**src/rtl/matriz_pkg.sv**
```systemverilog
// Shared constants and helpers for the 7x5 LED matrix scanning driver.
// Row indices are 3-bit; row_sel turns one into the active-low row-select vector.
package matriz_pkg;

   localparam int N_ROWS  = 7;
   localparam int N_COLS  = 5;
   localparam int FRAME_W = 35;

   localparam logic [N_ROWS-1:0] ROW_OFF = 7'b1111111;

   typedef logic [2:0] row_idx_t;

   function automatic logic [N_ROWS-1:0] row_sel(input row_idx_t row);
      return ~(N_ROWS'(1) << row);
   endfunction

endpackage

```
**src/rtl/div_tick.sv**
```systemverilog
// Free-running modulo-PERIOD counter advancing while i_en is high.
// o_tick marks the enabled cycle in which the count wraps back to zero.
module div_tick #(
   parameter int PERIOD = 2
) (
   input  logic clk,
   input  logic reset,
   input  logic i_en,
   output logic o_tick
);

   localparam int CW = (PERIOD > 1) ? $clog2(PERIOD) : 1;
   localparam logic [CW-1:0] LAST = CW'(PERIOD - 1);

   logic [CW-1:0] r_count;

   always_ff @(posedge clk or posedge reset) begin
      if (reset) begin
         r_count <= '0;
      end else if (i_en) begin
         if (r_count == LAST) begin
            r_count <= '0;
         end else begin
            r_count <= r_count + 1'b1;
         end
      end
   end

   assign o_tick = i_en && (r_count == LAST);

endmodule

```
**src/rtl/varredura_matriz.sv**
```systemverilog
// Row-multiplexed scanning driver for the 7x5 LED matrix, with frame-boundary
// updates, one blank cycle before every row, and an optional blinking cursor dot.
module varredura_matriz
   import matriz_pkg::*;
#(
   parameter int ROW_PERIOD   = 50000,
   parameter int BLINK_FRAMES = 16
) (
   input  logic               clk,
   input  logic               reset,
   input  logic [FRAME_W-1:0] frame,
   input  logic               frame_valid,
   input  logic               cursor_en,
   input  logic [5:0]         cursor_pos,
   output logic [N_ROWS-1:0]  row_n,
   output logic [N_COLS-1:0]  col,
   output logic               frame_done
);

   logic               w_rowTick;
   logic               w_frameTick;
   logic               w_blinkTick;
   logic               w_ovl;
   logic [FRAME_W-1:0] w_disp;
   logic [N_COLS-1:0]  w_rowData;

   logic [FRAME_W-1:0] r_pending;
   logic               r_pendV;
   logic [FRAME_W-1:0] r_active;
   row_idx_t           r_row;
   logic               r_atZero;
   logic               r_phase;
   logic [N_ROWS-1:0]  r_rowN;
   logic [N_COLS-1:0]  r_col;
   logic               r_frameDone;

   div_tick #(.PERIOD(ROW_PERIOD)) u_rowDiv (
      .clk    (clk),
      .reset  (reset),
      .i_en   (1'b1),
      .o_tick (w_rowTick)
   );

   assign w_frameTick = w_rowTick && (r_row == row_idx_t'(N_ROWS - 1));

   div_tick #(.PERIOD(BLINK_FRAMES)) u_blinkDiv (
      .clk    (clk),
      .reset  (reset),
      .i_en   (w_frameTick),
      .o_tick (w_blinkTick)
   );

   assign w_ovl  = cursor_en && r_phase && (cursor_pos < 6'd35);
   assign w_disp = r_active ^ (w_ovl ? (FRAME_W'(1) << cursor_pos) : '0);

   always_comb begin
      w_rowData = '0;
      for (int r = 0; r < N_ROWS; r++) begin
         if (r_row == row_idx_t'(r)) begin
            w_rowData = w_disp[r*N_COLS +: N_COLS];
         end
      end
   end

   // r_atZero mirrors "prescaler is at 0": true out of reset and right after every wrap.
   always_ff @(posedge clk or posedge reset) begin
      if (reset) begin
         r_row    <= '0;
         r_atZero <= 1'b1;
         r_phase  <= 1'b0;
      end else begin
         r_atZero <= w_rowTick;
         if (w_rowTick) begin
            r_row <= (r_row == row_idx_t'(N_ROWS - 1)) ? '0 : r_row + 3'd1;
         end
         if (w_blinkTick) begin
            r_phase <= ~r_phase;
         end
      end
   end

   always_ff @(posedge clk or posedge reset) begin
      if (reset) begin
         r_pending <= '0;
         r_pendV   <= 1'b0;
         r_active  <= '0;
      end else begin
         if (frame_valid) begin
            r_pending <= frame;
            r_pendV   <= 1'b1;
         end
         if (w_frameTick) begin
            if (frame_valid) begin
               r_active <= frame;
            end else if (r_pendV) begin
               r_active <= r_pending;
            end
            r_pendV <= 1'b0;
         end
      end
   end

   always_ff @(posedge clk or posedge reset) begin
      if (reset) begin
         r_rowN      <= ROW_OFF;
         r_col       <= '0;
         r_frameDone <= 1'b0;
      end else begin
         r_frameDone <= r_atZero && (r_row == '0);
         if (r_atZero) begin
            r_rowN <= ROW_OFF;
            r_col  <= '0;
         end else begin
            r_rowN <= row_sel(r_row);
            r_col  <= w_rowData;
         end
      end
   end

   assign row_n      = r_rowN;
   assign col        = r_col;
   assign frame_done = r_frameDone;

endmodule
```
**config.mk**
```make
export PLATFORM = sky130hd
export DESIGN_NAME = varredura_matriz
export DESIGN_NICKNAME = d
export VERILOG_FILES = /design/src/rtl/matriz_pkg.sv /design/src/rtl/div_tick.sv /design/src/rtl/varredura_matriz.sv
export SDC_FILE = /design/constraint.sdc
export NUM_CORES = 1
export LEC_CHECK = 0
export BUFFER_PORTS_ARGS = -buffer_cell sky130_fd_sc_hd__buf_2
export CORE_ASPECT_RATIO = 0.8
export CORE_MARGIN = 3
export CORE_UTILIZATION = 63
export DETAILED_ROUTE_END_ITERATION = 12
export GPL_TIMING_DRIVEN = 0
export HOLD_SLACK_MARGIN = 0.1
export PLACE_DENSITY = 0.94
export SLEW_MARGIN = 30
export SYNTH_ARGS = -nofsm -noshare
export SYNTH_HDL_FRONTEND = slang
export SYNTH_HIERARCHICAL = 1
export SYNTH_SLANG_ARGS = --single-unit
```
**constraint.sdc**
```tcl
create_clock -name clk -period 7.2 [get_ports clk]
set_input_delay 1.44 -clock clk [delete_from_list [all_inputs] [get_ports clk]]
set_output_delay 1.44 -clock clk [all_outputs]
set_load 0.01 [all_outputs]
```
After elaboration in Yosys (flattened, before gate mapping). Cells that the tools add are included. W data, S select, Z words.

Register bits: 109. Bits of input ports: 45. Logic and storage cells: 54.

Add/subtract/negate cells: 3. Magnitude comparators: 1. Equality and inequality tests: 8. Shifts and indexed selects: 2. Muxes and demuxes: 17. Bitwise operators: 3. Reductions and logical operators: 9.

Operators by type and width (number): $mux W35 (3); $mux W5 (8); $shl A1 B6 Y35 const A (1); $xor A35 B35 Y35 (1); $add A16 B1 Y16 const B (1); $eq A16 B16 Y1 const B (1); $mux W16 (1); $eq A3 B3 Y1 const B (3); $mux W7 (1); $not A7 Y7 (1); $shl A1 B3 Y7 const A (1); $eq A3 B2 Y1 const B (2); $lt A6 B6 Y1 const B (1); $logic_and A1 B1 Y1 (5); $add A4 B1 Y4 const B (1); $eq A4 B4 Y1 const B (1); $mux W4 (1); $reduce_bool A2 Y1 (2); $add A3 B1 Y3 const B (1); $eq A3 B1 Y1 const B (1); $logic_not A3 Y1 (1); $mux W3 (1); $mux W1 (2); $reduce_and A2 Y1 (1); $not A1 Y1 (1).

Logic depth before layout (Yosys ltp). Gate-level depths: netlist of the first run.

Depth in word-level cells: 12. Mapped depth: 9.

Cells and area by module. Netlist of the first run, hierarchy kept.

Modules (own cells, without submodules): varredura_matriz (instances 1, cells an instance 352, area an instance 4377.9 sq um, seq. area each 2237.1 sq um); div_tick (u_rowDiv) (instances 1, cells an instance 75, area an instance 794.5 sq um, seq. area each 400.4 sq um); div_tick (u_blinkDiv) (instances 1, cells an instance 17, area an instance 197.7 sq um, seq. area each 100.1 sq um).

Worst setup path after synthesis of the first run. OpenSTA, ideal clock, no wires.

Path kind: flip-flop to flip-flop. Start point: register u_rowDiv.r_count[7]. End point: register r_active[0]. Arrival time: 2.722 ns. Setup slack: 4.353 ns. Stages on the path, launching flop included: 7. Buffers on the path: 1. Path through: dfrtp_1 -> or4b_4 -> nor4_4 -> inv_1 -> nor4_4 -> buf_2 -> mux2_2.

Cells in the longest elaborated chain, start to end: 3.

Ends and longest elaborated chain: start, declared (line div_tick.sv:15) `logic [CW-1:0] r_count;`; start signal, assigned (line div_tick.sv:24) `r_count <= r_count + 1'b1;`; $eq A16 B16 Y1 (line div_tick.sv:29) `assign o_tick = i_en && (r_count == LAST);`; named net w_rowTick (line varredura_matriz.sv:20) `logic w_rowTick;`; $logic_and A1 B1 Y1 (line varredura_matriz.sv:44) `assign w_frameTick = w_rowTick && (r_row == row_idx_t'(N_ROWS - 1));`; $reduce_and A2 Y1 (no source line); end signal, assigned (line varredura_matriz.sv:94) `r_active <= frame;`; end signal, assigned (line varredura_matriz.sv:96) `r_active <= r_pending;`; end, declared (line varredura_matriz.sv:29) `logic [FRAME_W-1:0] r_active;`.

The timed path passes the listed nets, and every way through them passes these cells. A chain may end at the register's enable or synchronous reset.

Worst setup path in the final report of the first run.
Start point: register u_rowDiv.r_count[5]. End point: register r_active[30].

The elaborated chain is that of the path after synthesis.

==> results of run 1 <==
area by class of cell:
class | instances | area (µm²) | share of cell area (%)
repair buffers | 55 | 290.3 | 4.832
well taps | 108 | 135.1 | 2.250
plain buffers | 28 | 157.7 | 2.624
clock buffers | 11 | 151.4 | 2.520
clock inverters | 4 | 55.05 | 0.9165
multi-input cells | 302 | 2456 | 40.89
inverters | 5 | 23.77 | 0.3958
flip-flops and latches | 109 | 2738 | 45.57
registers in the layout, indices dropped and copies added (netlist names):
register and cells:
r_row 3, r_pending 35, r_atZero 1, col 5, u_rowDiv/r_count 16, r_phase 1, r_active 35, u_blinkDiv/r_count 4
r_pendV 1, row_n 7, frame_done 1
per-layer routing:
layer	vias up	global-route usage, %
li1	1707	-
met1	1823	35.09
met2	112	38.96
met3	17	8.169
met4	0	7.928
met5	-	0
stage by stage:
step / instance area [µm²] / utilization (%) / hold slack [ns]
final: 6007 / 74.24 / 0.4981
after global routing: 6007 / 74.24 / 0.5133
after CTS: 6007 / 74.24 / 0.5019
after detailed placement: 5801 / 71.69 / 0.4812
after global placement: 5776 / 71.38 / 0.4716
after floorplan: 5370 / - / 0.4415
placed cells by master, fill, tap and decap left out, drive strengths merged, types with 3 or more instances in the layout:
master  instances
inv             7
buf            75
o21ai          18
clkbuf         19
nand3          10
nand4           9
a22oi           3
nor3           26
nand2          18
dfrtp         101
nand2b         12
or3             4
a21o            6
and3            4
nand3b          3
ha              3
a221oi          5
dfstp           8
xor2           16
nor2           22
nor4           14
mux2           71
xnor2          33
kinds of logic after synthesis:
| family | after synthesis | share of synthesized area, % |
|---|---|---|
| AO/OA/AOI/OAI | 41 | 5.359 |
| XOR/XNOR | 49 | 7.992 |
| adder cells (fa/ha/maj) | 3 | 0.6990 |
| buffers and inverters | 33 | 3.285 |
| flip-flops | 109 | 50.98 |
| multiplexers | 73 | 15.26 |
| other | 1 | 0.06983 |
| AND/OR/NAND/NOR | 135 | 16.36 |
worst max path at each step:
| stage | from | to | slack (ns) | cells past startpoint |
|---|---|---|---|---|
| after floorplan | reset | col[0] | 3.47 | 1 |
| after global placement | reset | r_pending[20] | 2.64 | 2 |
| after detailed placement | u_rowDiv/r_count[7] | r_active[21] | 3.72 | 6 |
| after CTS | u_rowDiv/r_count[5] | r_active[18] | 3.72 | 6 |
| after global routing | u_rowDiv/r_count[7] | r_active[21] | 3.51 | 6 |
| final | u_rowDiv/r_count[5] | r_active[30] | 3.71 | 6 |
power breakdown:
group          internal (mW)  total, mW  leakage [nW]  switching (mW)
logic                 0.0530      0.118          1.17          0.0646
clock network          0.180      0.381         0.102           0.201
registers              0.650      0.680          1.39          0.0298
critical path, delay by kind of cell (launching register included):
kind                   cells  cell delay [ns]
muxes                      1             0.37
DFF                        1             0.46
and+or+nand+nor            3             1.90
buffers and inverters      2             0.64
==> out/results.ini, run 1 <==
[place]
pre_cts_ws_ns = 3.720
routabilityCongestion = 0.9100
io_buffers = 54
place_hpwl_mm = 8.400
dp.cells = 607

[global_route]
antenna_found_initial = 0
grt_pass1_wl_mm = 18.42
grt_pass1_vias = 3627
grt.total_usage_pct = 25.46
grt-ovfl-total = 0
grt_max_degree = 51

[cts]
clockBufferDepth = 2
clock_sinks = 109
holdBufCountCts = 0
cts_tree = done
clkTransAtPathRegs_ns = 0.10
post-cts-setup-buffer-count = 0
clk_latency_ns = 0.38
clock-root-buffer = clkbuf_8
cts_buffers = 9
postCtsResizedCells = 0
cts-htree-levels = 3

[timing]
rsz0062_at_grt = false
fin_setup_tns_ns = 0
clock_skew_ns = 0.01299
min_period_ns = 3.493
drv_slew = 0
setup_viol = 0
max_slew_margin_pct = 34.23
fin_ws_ns = 3.707
worst_slew_pin_slew_ns = 0.9791
max_freq_ghz = 0.2863
post-route-period-util_pct = 48.52
hold_viol = 0

[yosys]
yosys_most_used_dff = dfrtp_1
avgSynthCellArea_um2 = 12.09
synth_edf_count = 0
ys_types = 56
netlist_area_mm2 = 0.005370
synth_top_area_share_pct = 47.06
synth_top_area_cell = dfrtp_1
syn_nets = 492
synthTopCellsByArea = dfrtp_1 47%, mux2_2 15%, xnor2_1 5.4%
netlist_top_cells_count = 101 x dfrtp_1, 70 x mux2_2, 33 x xnor2_1, 22 x nor2_1, 18 x nor3_1
synth-seq-area-share_pct = 50.98
synth_seq_cells = 109
async_reset_ff_share_pct = 100.0
yosys_warnings = 6
synth.most_common_cell = dfrtp_1
syn_inst = 444

[worst_hold_path]
min_to = u_rowDiv/r_count[12]
whs_path_depth = 1
min_from = u_rowDiv/r_count[12]
hp-class = flop to flop

[die]
die_h_um = 88.58
die_w_um = 109.2
fp-row-count = 29
dieArea_mm2 = 0.009675
coreArea_mm2 = 0.008092
ios = 58
initial_core_util_pct = 66.37

[cells_and_area]
fill_cells = 557
diodes = 0
drive_gt1_share_pct = 36.58
nets = 558
area_growth_pct = 11.86
instances_no_fill = 622

[pwr]
p_leak_nw = 2.665
peakVddDrop_uv = 183.2
power_density_mw_per_mm2 = 196.3
total_power_mw = 1.179

[detailed_routing]
wl_met2_mm = 5.351
wirelength_mm = 11.48
viasPerCell = 5.883
wirelength_met1_mm = 5.130
post_drt_wl_per_cell_um = 18.46
dr.pass1.iters = 5
top_layer = met4
wl_met3_um = 777
drcViolationCount = 0
ant_nets = 0
vias = 3659
dr.first_iter.drc_count = 223

[critical_path]
r2r_cells = 6
cp_max_fo = 14
crit_required_ns = 7.47
r2r_end = r_active[30]
cp.arrival_ns = 3.76
ff2ff_setup_slack_ns = 3.71
cp_slowest_cell = nor4_4
end_kind = flop
critPathMaxStageDelay_ns = 0.70
crit_path_start_kind = flop
cp_common_cell = nor4_4
r2r_start = u_rowDiv/r_count[5]
path_cells = or4b_4 > nor4_4 > inv_1 > nor4_4 > buf_2 > mux2_2
crit_type = flop to flop

[job]
maxCapViolCount = 0

[outcome]
status = finished, final reports clean

Power figures use the tool's default switching activity.
==> run 2: changes to the inputs <==
--- a/config.mk
+++ b/config.mk
@@ -5,14 +5,15 @@
 export SDC_FILE = /design/constraint.sdc
 export NUM_CORES = 1
 export LEC_CHECK = 0
+export ABC_AREA = 1
 export BUFFER_PORTS_ARGS = -buffer_cell sky130_fd_sc_hd__buf_2
 export CORE_ASPECT_RATIO = 0.8
 export CORE_MARGIN = 3
-export CORE_UTILIZATION = 63
+export CORE_UTILIZATION = 59
 export DETAILED_ROUTE_END_ITERATION = 12
 export GPL_TIMING_DRIVEN = 0
 export HOLD_SLACK_MARGIN = 0.1
-export PLACE_DENSITY = 0.94
+export PLACE_DENSITY = 0.89
 export SLEW_MARGIN = 30
 export SYNTH_ARGS = -nofsm -noshare
 export SYNTH_HDL_FRONTEND = slang
==> constraint.sdc (replaced) <==
create_clock -name clk -period 3.48 [get_ports clk]
set_input_delay 0.696 -clock clk [delete_from_list [all_inputs] [get_ports clk]]
set_output_delay 0.696 -clock clk [all_outputs]
set_load 0.01 [all_outputs]
==> run 2 against run 1 <==
Worst hold slack got worse by 0.23 ns; worst setup slack worse by 2.7 ns; via count is 39% higher; sequential power up 110%; first-iteration DRC count is 140% higher; non-clock buffer count shrank 5; critical path depth up 3; area after synthesis increased by 6.4%; final area grew 7.8%; largest cell class unchanged.
==> out/results.ini, run 2 <==
[critical_path]
end_kind = flop
r2r_start = u_rowDiv/r_count[0]
crit_type = flop to flop
crit_family = buffers and inverters
cp_max_fo = 13
worst-path-stages = 9
cp-endpoint = r_active[2]
r2r_end = r_active[2]
critPathMaxStageDelay_ns = 0.45
crit_required_ns = 3.69
crit_path_start_kind = flop
ff2ff_setup_slack_ns = 0.97
path_cells = ha_1 > nand3_2 > inv_1 > nand3_2 > inv_2 > nand2_1 > nor2_4 > clkbuf_1 > o21ai_0
cp-startpoint = u_rowDiv/r_count[0]
r2r_cells = 9
cp_slowest_cell = clkbuf_1
cp.arrival_ns = 2.72
cp_common_cell = nand3_2
critPathBufInv = 3

[timing]
clock_skew_ns = 0.01018
min_period_ns = 2.509
drv_slew = 0
setup_viol = 0
hold_viol = 0
fin_setup_tns_ns = 0
worst_slew_pin_slew_ns = 0.9451
fin_ws_ns = 0.9707
rsz0062_at_grt = false
post-route-period-util_pct = 72.11
max_freq_ghz = 0.3985
max_slew_margin_pct = 36.51
timing.hold.ws_ns = 0.2677

[cells_and_area]
reg_top3 = r_active x35, r_pending x35, u_rowDiv/r_count x16
nets = 860
instances_no_fill = 932
drive_gt1_share_pct = 16.89
fill_cells = 765
mostFrequentLayoutCell = nand2_1
area_growth_pct = 13.36
diodes = 0
postLayoutCoreUtil_pct = 70.17
final_cell_mix = 245 x nand2_1, 101 x dfrtp_1, 74 x inv_1, 68 x nor2_1, 61 x buf_2
fin_area_mm2 = 0.006477

[yosys]
avgSynthCellArea_um2 = 7.680
yosys.area_share.simple_pct = 32.14
yosys_warnings = 6
synth_top_area_share_pct = 44.23
synth_top_area_cell = dfrtp_1
yosys.area_share.adder_pct = 0.6569
synth.most_common_cell = nand2_1
syn_inst = 744
async_reset_ff_share_pct = 100.0
netlist_area_mm2 = 0.005714
synth_top_family_by_area = simple AND/OR/NAND/NOR gates
synth_seq_cells = 109
synth_xor_area_share_pct = 2.452
yosys_most_used_dff = dfrtp_1
syn_nets = 792
ys_types = 38
synth_compound_area_share_pct = 8.277
synth_edf_count = 0
synthTopCellsByArea = dfrtp_1 44%, nand2_1 16%, nand3_1 5.0%
synth-seq-area-share_pct = 47.91
netlist_top_cells_count = 245 x nand2_1, 101 x dfrtp_1, 75 x inv_1, 68 x nor2_1, 57 x nand3_1
muxShareOfSynthArea_pct = 0.3722

[pwr]
total_power_mw = 2.855
internal_power_mw = 2.042
peakVddDrop_uv = 351.7
power_density_mw_per_mm2 = 440.8
p_leak_nw = 3.278
p_seq_share_pct = 50.0
p_clk_share_pct = 37.4
combPwrFrac_pct = 12.6
netSwitchingFraction_pct = 28.49
power.switching_uw = 813.5

[job]
maxCapViolCount = 0

[detailed_routing]
viasPerCell = 5.465
ant_nets = 0
wl_met3_mm = 1.326
dr.first_iter.drc_count = 542
vias = 5093
top_layer = met4
post_drt_wl_per_cell_um = 16.44
dr.pass1.iters = 6
wirelength_mm = 15.33
wl_met2_mm = 6.725
drcViolationCount = 0
wirelength_met1_mm = 6.937

[die]
initial_core_util_pct = 61.90
coreArea_mm2 = 0.009231
fp-row-count = 31
dieArea_mm2 = 0.01091
ios = 58
die_w_um = 116.0
die_h_um = 94.03

[place]
dpl_cell_area_mm2 = 0.006171
io_buffers = 56
routabilityCongestion = 0.9432
pre_cts_ws_ns = 0.8365
dp.cells = 916
place_hpwl_mm = 11.51

[cts]
cts_tree = done
clock-root-buffer = clkbuf_16
holdBufCountCts = 0
clk_latency_ns = 0.36
post-cts-setup-buffer-count = 0
clockBufferDepth = 2
cts-htree-levels = 3
postCtsResizedCells = 0
clock_sinks = 109
cts_buffers = 9
clkTransAtPathRegs_ns = 0.08

[global_route]
antenna_found_initial = 0
grt.total_usage_pct = 29.98
grt-ovfl-total = 0
grt_max_degree = 65
grt_pass1_vias = 4928
grt_pass1_wl_mm = 25.03

[outcome]
status = finished, final reports clean

[worst_hold_path]
hp-class = input port to async pin

run 2: layer usage:
layer | global-route usage, % | vias to the layer above
met4 | 9.565 | 0
met3 | 5.924 | 29
met2 | 44.68 | 202
li1 | - | 2495
met5 | 0 | -
met1 | 44.15 | 2367
run 2: power by group through the flow:
stage          Sequential (mW)  Combinational (mW)  Clock, mW
2_1_floorplan             1.43               0.257          0
3_3_place_gp              1.44               0.333          0
3_5_place_dp              1.45               0.354          0
4_1_cts                   1.42               0.356       1.08
5_1_grt                   1.44               0.403       1.13
6_report                  1.43               0.359       1.07
run 2: worst min path at each step:
stage | startpoint | to | slack [ns] | cells past startpoint
after floorplan | r_pending[19] | r_pending[19] | 0.44 | 2
after global placement | r_pending[29] | r_pending[29] | 0.45 | 2
after detailed placement | r_pending[28] | r_pending[28] | 0.45 | 2
after CTS | reset | u_blinkDiv/r_count[3] | 0.27 | 2
after global routing | reset | u_blinkDiv/r_count[3] | 0.28 | 2
final | reset | u_blinkDiv/r_count[3] | 0.27 | 2
run 2: logic make-up (layout without fill, tap and decap cells):
family                     Yosys count  count (layout)
DFF                                109             109
and+or+nand+nor                    418             418
muxes                                2               2
xor gates and xnor gates            16              16
buffers and inverters              109             182
AOI/OAI and AO/OA                   86              86
other                                1               1
adders and majority gates            3               3
run 2: area by class of cell:
cell class	instances	area [µm²]	area share, %
clock inverter	6	77.57	1.198
multi-input combinational	526	2512	38.79
timing repair buffer	57	307.8	4.752
clock buffer	10	229.0	3.535
inverter	88	335.3	5.177
tap	115	143.9	2.221
sequential	109	2738	42.26
buffer	21	133.9	2.067
==> run 3: changes to the inputs <==
==> constraint.sdc (replaced) <==
create_clock -name clk -period 2.6 [get_ports clk]
set_input_delay 0.52 -clock clk [delete_from_list [all_inputs] [get_ports clk]]
set_output_delay 0.52 -clock clk [all_outputs]
set_load 0.01 [all_outputs]
==> run 3 against run 2 <==
Critical path type unchanged; combinational power up 36%; count of clock-buffer cells in the layout shrank 1; worst hold slack gained 0.11 ns; cell count increased by 0.32%; fmax increased by 5.6%; critical path depth unchanged; register-to-register slack lost 0.75 ns; largest power group unchanged; critical endpoint is now r_active[6]; flip-flop and latch count unchanged.
==> out/results.ini, run 3 (same netlist as run 2, synthesis figures left out) <==
[outcome]
status = finished, final reports clean

[timing]
clock_skew_ns = 0.009618
hold_viol = 0
drv_slew = 0
post-route-period-util_pct = 91.39
max_freq_ghz = 0.4208
min_period_ns = 2.376
max_slew_margin_pct = 43.71
fin_setup_tns_ns = 0
rsz0062_at_grt = false
setup_viol = 0
worst_slew_pin_slew_ns = 0.8379

[cells_and_area]
drive_gt1_share_pct = 17.20
diodes = 0
seq_area_mm2 = 0.002738
nets = 863
fill_cells = 759
mostFrequentLayoutCell = nand2_1
fin_area_mm2 = 0.006515
final_cell_mix = 245 x nand2_1, 101 x dfrtp_1, 74 x inv_1, 68 x nor2_1, 61 x buf_2
area_growth_pct = 14.01
reg_top3 = r_active x35, r_pending x35, u_rowDiv/r_count x16
multi_input_area_mm2 = 0.002512

[pwr]
power_density_mw_per_mm2 = 579.4
p_leak_nw = 3.290
peakVddDrop_uv = 447.6
total_power_mw = 3.775

[die]
die_w_um = 116.0
initial_core_util_pct = 61.90
die_h_um = 94.03
fp-row-count = 31
ios = 58
dieArea_mm2 = 0.01091
coreArea_mm2 = 0.009231

[detailed_routing]
drcViolationCount = 0
viasPerCell = 5.506
vias = 5148
post_drt_wl_per_cell_um = 15.93
dr.first_iter.drc_count = 443
ant_nets = 0
dr.pass1.iters = 5
wirelength_mm = 14.90

[cts]
post-cts-setup-buffer-count = 0
clk_latency_ns = 0.36
cts_buffers = 9
clock-root-buffer = clkbuf_16
clockBufferDepth = 2
clock_sinks = 109
cts-htree-levels = 3
cts_tree = done
clkTransAtPathRegs_ns = 0.08

[place]
routabilityCongestion = 0.9532
dpl_cell_area_mm2 = 0.006202
place_hpwl_mm = 11.44
io_buffers = 56

[global_route]
grtUsageMet1_pct = 44.69
top_usage_layer = met1
grt_util_met3_pct = 5.924
grt_max_degree = 32
grt-ovfl-total = 0
grt.total_usage_pct = 29.69
grt_pass1_wl_mm = 24.87
grt_pass1_vias = 4920
antenna_found_initial = 0
grt_use_met2_pct = 43.77

[worst_hold_path]
hp-class = input port to flop

[critical_path]
cp.arrival_ns = 2.59
cp_max_fo = 13
end_kind = flop
crit_required_ns = 2.82
crit_path_start_kind = flop
crit_type = flop to flop

[job]
maxCapViolCount = 0

run 3: changes by cell type in the layout (fill, tap and decap cells not counted), sizes merged:
| cell | change |
|---|---|
| clkbuf | -1 |
| bufinv | -1 |
| clkinvlp | +1 |
| inv | -1 |
| dlygate4sd3 | +1 |
| clkinv | +2 |
| buf | +2 |
run 3: layer usage:
| metal | wire (µm) | share of wire [%] | up-vias |
|---|---|---|---|
| met1 | 6944 | 47 | 2430 |
| met4 | 250 | 1.7 | 0 |
| met3 | 1044 | 7.0 | 24 |
| met5 | 0 | 0 | - |
| li1 | - | - | 2510 |
| met2 | 6656 | 45 | 184 |
run 3: metrics by stage:
step	std cells	hold WS (ns)	util [%]	setup slack, ns
6_report	935	0.3798	70.57	0.2239
5_1_grt	935	0.3803	70.57	0.01820
4_1_cts	935	0.3733	70.57	0.2434
3_5_place_dp	918	0.4469	67.19	0.2418
3_3_place_gp	915	0.4385	66.54	0.2247
2_1_floorplan	744	0.2861	-	0.8498
run 3: cell type report:
| cell class | instances | area share (%) |
|---|---|---|
| clock inverters | 7 | 1.191 |
| flip-flops and latches | 109 | 42.02 |
| plain buffers | 21 | 2.055 |
| well taps | 115 | 2.209 |
| inverters | 88 | 5.128 |
| clock buffers | 9 | 3.457 |
| multi-input cells | 526 | 38.56 |
| repair buffers | 60 | 5.377 |
run 3: repair_timing:
item,CTS,global route
hold buffers,1,0
endpoints found under the hold margin,4,0
gates resized for setup,0,0
run 3: where the power goes:
group          switching [mW]  internal, mW
Sequential              0.110          1.80
Clock                   0.693         0.682
Combinational           0.318         0.170
run 3: final timing paths:
path,startpoint,end,slack [ns],cells past startpoint
setup / recovery,u_rowDiv/r_count[0],r_active[6],0.22,9
hold / removal,frame[8],r_pending[8],0.38,3
setup reg to reg,u_rowDiv/r_count[0],r_active[6],0.22,9
hold reg to reg,r_pending[23],r_pending[23],0.47,2
max in group asynchronous,reset,row_n[6],1.34,5
min in group asynchronous,reset,u_blinkDiv/r_count[3],0.62,3
run 3: worst max-delay path: stages, from the launching register on:
cell      delay, ns
dfrtp_1        0.41
ha_1           0.25
nand3_2        0.13
inv_1          0.09
nand3_2        0.13
inv_2          0.20
nand2_1        0.21
nor2_4         0.23
clkbuf_1       0.43
o21ai_0        0.16
